<file path="config.mk">
export PLATFORM = sky130hd
export DESIGN_NAME = riscv_mmio_bridge_flat
export DESIGN_NICKNAME = d
export VERILOG_FILES = /design/src/rtl/riscv_mmio_bridge_if.sv /design/src/rtl/riscv_mmio_bridge.sv /design/src/flat_wrapper.sv
export SDC_FILE = /design/constraint.sdc
export NUM_CORES = 1
export LEC_CHECK = 0
export ABC_AREA = 1
export CORE_ASPECT_RATIO = 2
export CORE_MARGIN = 2
export CORE_UTILIZATION = 50
export DETAILED_ROUTE_END_ITERATION = 10
export HOLD_SLACK_MARGIN = 0.15
export PLACE_DENSITY = 0.78
export SYNTH_ARGS = -nofsm -noshare
export SYNTH_HDL_FRONTEND = slang
export SYNTH_SLANG_ARGS = --single-unit
</file>
<file path="constraint.sdc">
create_clock -name clk -period 1.81 [get_ports clk]
set_clock_uncertainty 0.1 [all_clocks]
set_input_delay 0.181 -clock clk [delete_from_list [all_inputs] [get_ports clk]]
set_output_delay 0.181 -clock clk [all_outputs]
set_load 0.005 [all_outputs]
</file>
<file path="src/rtl/riscv_mmio_bridge_if.sv">
// CPU/cache data-port bundle seen by the MMIO bridge.
interface riscv_mmio_bridge_if #(
  parameter int CACHE_D_WRITE_LEN = 2
) ();
  logic [31:0]                  addr;
  logic                         cache_d_write_en;
  logic [CACHE_D_WRITE_LEN-1:0] cache_d_write;
  logic [31:0]                  data_to_cache;
  logic [31:0]                  mem_data_in;
  logic                         mem_write_en;
  logic                         io_sel;
  logic [31:0]                  data_out;

  modport master (
    output addr, cache_d_write_en, cache_d_write, data_to_cache, mem_data_in,
    input  mem_write_en, io_sel, data_out
  );

  modport slave (
    input  addr, cache_d_write_en, cache_d_write, data_to_cache, mem_data_in,
    output mem_write_en, io_sel, data_out
  );
endinterface

</file>
<file path="src/rtl/riscv_mmio_bridge.sv">
// MMIO bridge: 256-byte I/O window with debounced switches, LED register and
// a compare-match cycle timer; stores into the window never reach the cache.
module riscv_mmio_bridge #(
  parameter logic [31:0] IO_BASE           = 32'hFFFFFC00,
  parameter int          SW_WIDTH          = 24,
  parameter int          LED_WIDTH         = 24,
  parameter int          DEBOUNCE_CYCLES   = 100000,
  parameter int          CACHE_D_WRITE_LEN = 2,
  parameter logic [CACHE_D_WRITE_LEN-1:0] CACHE_D_WRITE_SB = 'd0,
  parameter logic [CACHE_D_WRITE_LEN-1:0] CACHE_D_WRITE_SH = 'd1,
  parameter logic [CACHE_D_WRITE_LEN-1:0] CACHE_D_WRITE_SW = 'd2
) (
  input  logic                 clk,
  input  logic                 rst,
  riscv_mmio_bridge_if.slave   bus,
  input  logic [SW_WIDTH-1:0]  sw,
  output logic [LED_WIDTH-1:0] led,
  output logic                 irq
);

  localparam logic [5:0]  OFF_SW = 6'd0, OFF_LED = 6'd1, OFF_EDGE = 6'd2,
                          OFF_TIMER = 6'd3, OFF_CMP = 6'd4, OFF_STATUS = 6'd5,
                          OFF_CTRL = 6'd6;
  localparam logic [31:0] DB_LAST = 32'(DEBOUNCE_CYCLES - 1);

  logic [SW_WIDTH-1:0]  sync1_q, sw_sync_q, sw_db_q, sw_db_d, edge_q, edge_d, edge_set;
  logic [LED_WIDTH-1:0] led_q, led_d;
  logic [31:0]          cnt_q, cnt_d, timer_q, timer_d, cmp_q, cmp_d;
  logic                 status_q, status_d, ctrl_q, ctrl_d;

  logic [3:0]  be;
  logic [31:0] wdata, mask, clr, led_m, timer_m, cmp_m, rdata;
  logic [5:0]  off;
  logic        wr;

  assign off              = bus.addr[7:2];
  assign bus.io_sel       = (bus.addr[31:8] == IO_BASE[31:8]);
  assign bus.mem_write_en = bus.cache_d_write_en & ~bus.io_sel;
  assign bus.data_out     = bus.io_sel ? rdata : bus.mem_data_in;
  assign led              = led_q;
  assign irq              = status_q & ctrl_q;

  // Lane decode: a misaligned halfword yields an empty mask, dropping the write.
  always_comb begin
    be    = 4'b0000;
    wdata = bus.data_to_cache;
    case (bus.cache_d_write)
      CACHE_D_WRITE_SW: be = 4'b1111;
      CACHE_D_WRITE_SH: begin
        be    = bus.addr[0] ? 4'b0000 : (bus.addr[1] ? 4'b1100 : 4'b0011);
        wdata = {2{bus.data_to_cache[15:0]}};
      end
      CACHE_D_WRITE_SB: begin
        be    = 4'b0001 << bus.addr[1:0];
        wdata = {4{bus.data_to_cache[7:0]}};
      end
      default: be = 4'b0000;
    endcase
    mask = {{8{be[3]}}, {8{be[2]}}, {8{be[1]}}, {8{be[0]}}};
    clr  = wdata & mask;
  end

  assign wr      = bus.cache_d_write_en & bus.io_sel & (|be);
  assign led_m   = (32'(led_q) & ~mask) | clr;
  assign timer_m = (timer_q & ~mask) | clr;
  assign cmp_m   = (cmp_q & ~mask) | clr;

  always_comb begin
    sw_db_d  = sw_db_q;
    cnt_d    = '0;
    edge_set = '0;
    if (sw_sync_q != sw_db_q) begin
      if (cnt_q == DB_LAST) begin
        sw_db_d  = sw_sync_q;
        edge_set = sw_db_q ^ sw_sync_q;
      end else begin
        cnt_d = cnt_q + 32'd1;
      end
    end

    led_d    = (wr && off == OFF_LED) ? led_m[LED_WIDTH-1:0] : led_q;
    edge_d   = edge_q;
    if (wr && off == OFF_EDGE) edge_d = edge_q & ~clr[SW_WIDTH-1:0];
    edge_d   = edge_d | edge_set;
    timer_d  = (wr && off == OFF_TIMER) ? timer_m : timer_q + 32'd1;
    cmp_d    = (wr && off == OFF_CMP) ? cmp_m : cmp_q;
    // Compare uses the pre-write timer, and a hardware set wins over W1C.
    status_d = ((wr && off == OFF_STATUS) ? status_q & ~clr[0] : status_q)
               | (timer_q == cmp_q);
    ctrl_d   = (wr && off == OFF_CTRL && be[0]) ? wdata[0] : ctrl_q;
  end

  always_comb begin
    rdata = '0;
    case (off)
      OFF_SW:     rdata = 32'(sw_db_q);
      OFF_LED:    rdata = 32'(led_q);
      OFF_EDGE:   rdata = 32'(edge_q);
      OFF_TIMER:  rdata = timer_q;
      OFF_CMP:    rdata = cmp_q;
      OFF_STATUS: rdata = {31'd0, status_q};
      OFF_CTRL:   rdata = {31'd0, ctrl_q};
      default:    rdata = '0;
    endcase
  end

  always_ff @(posedge clk) begin
    if (rst) begin
      sync1_q   <= '0;
      sw_sync_q <= '0;
      sw_db_q   <= '0;
      cnt_q     <= '0;
      edge_q    <= '0;
      led_q     <= '0;
      timer_q   <= '0;
      cmp_q     <= 32'hFFFFFFFF;
      status_q  <= 1'b0;
      ctrl_q    <= 1'b0;
    end else begin
      sync1_q   <= sw;
      sw_sync_q <= sync1_q;
      sw_db_q   <= sw_db_d;
      cnt_q     <= cnt_d;
      edge_q    <= edge_d;
      led_q     <= led_d;
      timer_q   <= timer_d;
      cmp_q     <= cmp_d;
      status_q  <= status_d;
      ctrl_q    <= ctrl_d;
    end
  end

endmodule

</file>
<file path="src/flat_wrapper.sv">
// flat-port wrapper written by rule: the top's interface ports become plain ports
module riscv_mmio_bridge_flat 
#(
  parameter logic [31:0] IO_BASE           = 32'hFFFFFC00,
  parameter int          SW_WIDTH          = 24,
  parameter int          LED_WIDTH         = 24,
  parameter int          DEBOUNCE_CYCLES   = 100000,
  parameter int          CACHE_D_WRITE_LEN = 2,
  parameter logic [CACHE_D_WRITE_LEN-1:0] CACHE_D_WRITE_SB = 'd0,
  parameter logic [CACHE_D_WRITE_LEN-1:0] CACHE_D_WRITE_SH = 'd1,
  parameter logic [CACHE_D_WRITE_LEN-1:0] CACHE_D_WRITE_SW = 'd2
)
  (clk, rst, sw, led, irq, bus_addr, bus_cache_d_write_en, bus_cache_d_write, bus_data_to_cache, bus_mem_data_in, bus_mem_write_en, bus_io_sel, bus_data_out);
  riscv_mmio_bridge_if #(.CACHE_D_WRITE_LEN(CACHE_D_WRITE_LEN)) bus_i ();
  input  logic clk;
  input  logic rst;
  input  logic [SW_WIDTH-1:0] sw;
  output logic [LED_WIDTH-1:0] led;
  output logic irq;
  input wire logic [$bits(bus_i.addr)-1:0] bus_addr;
  input wire logic [$bits(bus_i.cache_d_write_en)-1:0] bus_cache_d_write_en;
  input wire logic [$bits(bus_i.cache_d_write)-1:0] bus_cache_d_write;
  input wire logic [$bits(bus_i.data_to_cache)-1:0] bus_data_to_cache;
  input wire logic [$bits(bus_i.mem_data_in)-1:0] bus_mem_data_in;
  output wire logic [$bits(bus_i.mem_write_en)-1:0] bus_mem_write_en;
  output wire logic [$bits(bus_i.io_sel)-1:0] bus_io_sel;
  output wire logic [$bits(bus_i.data_out)-1:0] bus_data_out;
  assign bus_i.addr = bus_addr;
  assign bus_i.cache_d_write_en = bus_cache_d_write_en;
  assign bus_i.cache_d_write = bus_cache_d_write;
  assign bus_i.data_to_cache = bus_data_to_cache;
  assign bus_i.mem_data_in = bus_mem_data_in;
  assign bus_mem_write_en = bus_i.mem_write_en;
  assign bus_io_sel = bus_i.io_sel;
  assign bus_data_out = bus_i.data_out;
  riscv_mmio_bridge #(.IO_BASE(IO_BASE), .SW_WIDTH(SW_WIDTH), .LED_WIDTH(LED_WIDTH), .DEBOUNCE_CYCLES(DEBOUNCE_CYCLES), .CACHE_D_WRITE_LEN(CACHE_D_WRITE_LEN), .CACHE_D_WRITE_SB(CACHE_D_WRITE_SB), .CACHE_D_WRITE_SH(CACHE_D_WRITE_SH), .CACHE_D_WRITE_SW(CACHE_D_WRITE_SW)) u_core (.clk(clk), .rst(rst), .bus(bus_i), .sw(sw), .led(led), .irq(irq));
endmodule
</file>
After elaboration in Yosys (flattened, before gate mapping):

Cells that the tools add are included.

* flip-flop bits (word level): 218
* output and inout port bits: 59
* input port bits: 125

* mux-type cells: 11
* add/subtract/negate cells: 2
* eq/ne operators: 12
* shift operators: 1
* bitwise logic cells: 21
* reduce and logical (&&, ||, !) cells: 12

Operators with widths (number)
* one-hot mux 32 bit (7 select lines): 1
* bitwise AND 32 bit: 3
* two-way mux 24 bit: 3
* adder 32 x 1 -> 32 bit, second input constant: 2
* two-way mux 32 bit: 2
* OR 32 bit: 2
* one-hot mux 32 bit (2 select lines): 1
* bitwise AND 24 bit: 2
* OR 24 bit: 2
* == test 32 x 17 -> 1 bit, second input constant: 1
* == test 32 bit: 1
* NOT 32 bit: 1
* == test 24 bit, second input constant: 1
* != test 24 bit: 1
* NOT 24 bit: 1
* bitwise XOR 24 bit: 1
* == test 6 x 3 -> 1 bit, second input constant: 3
* == test 6 x 2 -> 1 bit, second input constant: 2
* one-hot mux 4 bit (3 select lines): 1
* two-way mux 4 bit: 2
* logical AND 1 bit: 7
* == test 6 x 1 -> 1 bit, second input constant: 1
* zero test 6 bit: 1
* bitwise AND 1 bit: 5
* other kinds (10): 12

Depth between registers and ports, before layout:

* depth after elaboration: 8
* mapped depth: 12

Least setup slack after synthesis:

OpenSTA, ideal clock, no wires.

* path type: flip-flop to flip-flop
* start point: register u_core.cnt_q[0]
* end point: register u_core.cnt_q[25]
* period minus slack after synthesis: 1696 ps
* arrival time: 1479 ps
* setup slack: 114 ps
* stages on the path, launching flop included: 11
* path buffers: 1
* path through: dfxtp_1 > ha_1 > nand2_1 > inv_2 > nand2_2 > nor3_2 > nand3_1 > nor2_2 > nand3b_1 > buf_2 > nor2_1

* cells in the longest elaborated chain, start to end: 2
* elaborated cells on any way between the ends: 3
* classes of those cells: add/sub (1); eq/ne (1); reduce/logical (1)

RTL lines
* start, declared: RTL line riscv_mmio_bridge.sv:28 `logic [31:0] cnt_q, cnt_d, timer_q, timer_d, cmp_q, cmp_d;`
* start signal, assigned: RTL line riscv_mmio_bridge.sv:123 `cnt_q <= cnt_d;`
* branches (longest 2 deep; another with adder 32 x 1 -> 32 bit)

Several ways; the timed one is not identified.
A chain may end at the register's enable or synchronous reset.

==> key figures <==
Cells and area
  – Finished Cell Area: 18500 um^2
  – Non-filler cells, final: between 2k and 3k
  – Most common cell after layout, fill and taps aside: nand2_1
  – Share of post-route cells with drive strength above 1: a little over a quarter
  – Commonest non-fill, non-tap cells in the layout: 468 x nand2_1, 288 x nor2_1, 214 x buf_4
  – Sequential cell area: between 4000 and 5000 um^2
  – Finished Core Util: between 70% and 80%
  – Fillers: 1841
  – Syn-to-layout area delta: 50.8%
  – Multi-input gate area: 7370 um^2
  – Post-layout nets: 2488
  – Antenna diode count: 0

STA
  – Setup TNS: -106 ps
  – Max-slew violations: 0
  – Worst hold slack: approximately 300 ps
  – Shortest period the worst path allows: between 1500 and 2000 ps
  – Fmax: between 0.5 and 0.6 GHz
  – Final worst slack: -65.1 ps
  – Finish-stage setup viols: 4
  – Final Cycle Share: 104%
  – Worst Tran Pin Value: about 560 ps
  – Final Hold Viols: 0
  – RSZ-0062 raised after global routing: true
  – Max-slew headroom: between 60 and 70%

Min path
  – Hold Path Sink: u_core.sw_sync_q[18]
  – Start point of the worst hold path: u_core.sync1_q[18]
  – Hold Crit Depth: 2
  – Worst min path class: reg -> reg

Detailed routing
  – Starting DRT DRC Count: roughly 1.1k
  – DR WL/cell: about 20 um
  – DRC violations left: 0
  – Drt pass-1 iters: 5
  – Vias: roughly 15k
  – Vias per inst: 5.57
  – Routed WL: roughly 53000 um
  – Detail Route Antenna Nets: 0

GRT
  – Largest net degree at the start of global routing: roughly 110
  – Total GRT Usage: 37.4%
  – Global route total overflow: 0
  – Initial antenna violation count: 0
  – First-pass GRT wire length: 74000 um
  – Number of global-route vias before repair: approximately 14k

Die
  – Core box area: between 20000 and 25000 um^2
  – Die height: 226 um
  – Starting Density: 50.5%
  – Die W: around 110 um
  – Rows: 81
  – Die area: between 20000 and 30000 um^2
  – IO Count: roughly 180

CTS
  – Clock tree root buffer cell: clkbuf_16
  – Longest Clk Path Bufs: 3
  – CTS tree: yes
  – CTS clk-pin slew, worst paths: roughly 70 ps
  – Number of H-tree levels: 1
  – TritonCTS Sinks: between 200 and 250
  – CTS Buf Count: 20
  – Clk_lat worst skew: between 500 and 600 ps

Worst setup path
  – CP max stage delay: ~500 ps
  – Crit path capture type: flop
  – Slowest CP cell: dfxtp_1
  – Worst r2r path cells: 7
  – Top delay family on crit path: simple AND/OR/NAND/NOR gates
  – Reg2reg end: u_core.status_q
  – Crit Path Category: reg -> reg
  – R2R setup slack: -70 ps
  – Critical Path AT: between 2000 and 2500 ps
  – Worst-path cell chain: xnor2_1 -> nand2_1 -> nor2_1 -> nand2_1 -> nor2_2 -> nand3_1 -> a21oi_1
  – CP required: approximately 2200 ps
  – CP Launch Type: flop
  – WP buf/inv: 0
  – Critical path peak fanout: 7
  – Cell mode on critical path: nand2_1

Synth
  – Sequential share of the synthesized area: about 36%
  – Yosys warning total: 0
  – Synth Area in XOR/XNOR: under 10%
  – Netlist cell types: 37
  – Synth Area in Compound Gates: approximately an eighth
  – Syn nets: approximately 2k
  – Seq cells post-synth: roughly 220
  – Largest family of logic cells by synthesized area: simple AND/OR/NAND/NOR gates
  – Mapped Area: 12300 um^2
  – Mux contribution to synthesized area: 0%
  – Most used DFF post-synth: dfxtp_1
  – Ys async rst share: 0%
  – Cells after Synth: ~1.9k
  – Post-Syn Area per Cell: between 6 and 7 um^2
  – Simple-gate share of the synthesized area: a little over a third
  – Post-synth EDFFs: 0
  – Adder-cell share of the synthesized area: less than 1%

Placed design
  – Placement Setup Slack: -927 ps
  – DP HPWL: 36800 um
  – Port buffer count: approximately 180
  – Placed cells: 2536
  – Global placement routability congestion: around 1.0
  – Placement Cell Area: around 16000 um^2

Flow run
  – Max Cap Viol: 0

Power and ir drop
  – Power consumption: roughly 11 mW
  – Max IR drop VDD: roughly 680 uV
  – Leak: 8.18 nW
  – Pwr dens: roughly 580 nW/um^2

Status
  – Violated checks: setup timing
  – Status: finished, violations left
-- how the worst max path moves through the flow --
stage                         start               end  slack [ps]  cells after the start
floorplan           u_core.cnt_q[0]  u_core.cnt_q[25]         110                     10
global placement        bus_addr[4]   bus_data_out[5]        -910                     11
detailed placement      bus_addr[7]   bus_data_out[1]        -930                     10
CTS                 u_core.cnt_q[0]  u_core.cnt_q[17]         -20                     11
global route                   flop   u_core.status_q        -140                      8
finish                         flop   u_core.status_q         -70                      7
-- synth_stat cells (5+ instances only) --
cell type	instances	area, um^2
xor2_1	51	447
a22oi_1	26	195
nor2_2	10	62.6
nand3b_1	9	67.6
nand4_1	24	150
clkbuf_1	34	128
nand2_2	5	31.3
nand2_1	501	1880
a21oi_1	89	445
inv_1	214	803
o21ai_0	98	490
buf_2	27	135
o21ai_1	20	100
or2_2	6	37.5
nand3_1	108	541
nor2_1	327	1230
nor3_1	24	120
nor2_4	10	113
inv_2	8	30.0
xnor2_1	41	359
buf_4	5	37.5
clkbuf_2	7	35.0
dfxtp_1	218	4360
o211ai_1	28	210
-- cell families after synthesis --
logic type      count (synthesis)
flops                         218
compound gates                267
xor+xnor                       92
simple gates                 1036
buf+inv                       304
fa+ha+maj                       2
-- worst min-delay path: cells and delay by family (launching register included) --
kind,cells,cell delay (ps)
buf+inv,1,40
flops,1,290
simple gates,1,30
-- power breakdown --
| group | internal, mW | switching (mW) |
|---|---|---|
| clock | 2.54 | 1.92 |
| combinational | 0.687 | 0.704 |
| sequential | 4.85 | 0.0402 |
-- final cells by class --
cell class	count	area share, %
Timing Repair Buffer	501	25.9
Sequential cell	218	24.0
Tap cell	290	1.96
Clock buffer	29	3.16
Inverter	223	4.66
Clock inverter	6	0.473
Multi-Input combinational cell	1397	39.8
-- repair_timing --
action | in CTS | in global routing
pin swaps | 45 | 70
hold endpoints to repair | 38 | 0
gates resized for setup | 355 | 242
setup endpoints to repair | 103 | 128
cloned | 5 | 9
setup buffers | 43 | 19
hold buffers | 26 | 0
-- metal layers --
metal,up-vias,global-route usage (%),part of all wire (%)
li1,6959,-,-
met1,6784,33.5,30
met2,772,70.1,51
met3,331,5.26,6.3
met4,0,33.5,12
met5,-,0,0
No activity file was read; power rests on OpenSTA's default activity.
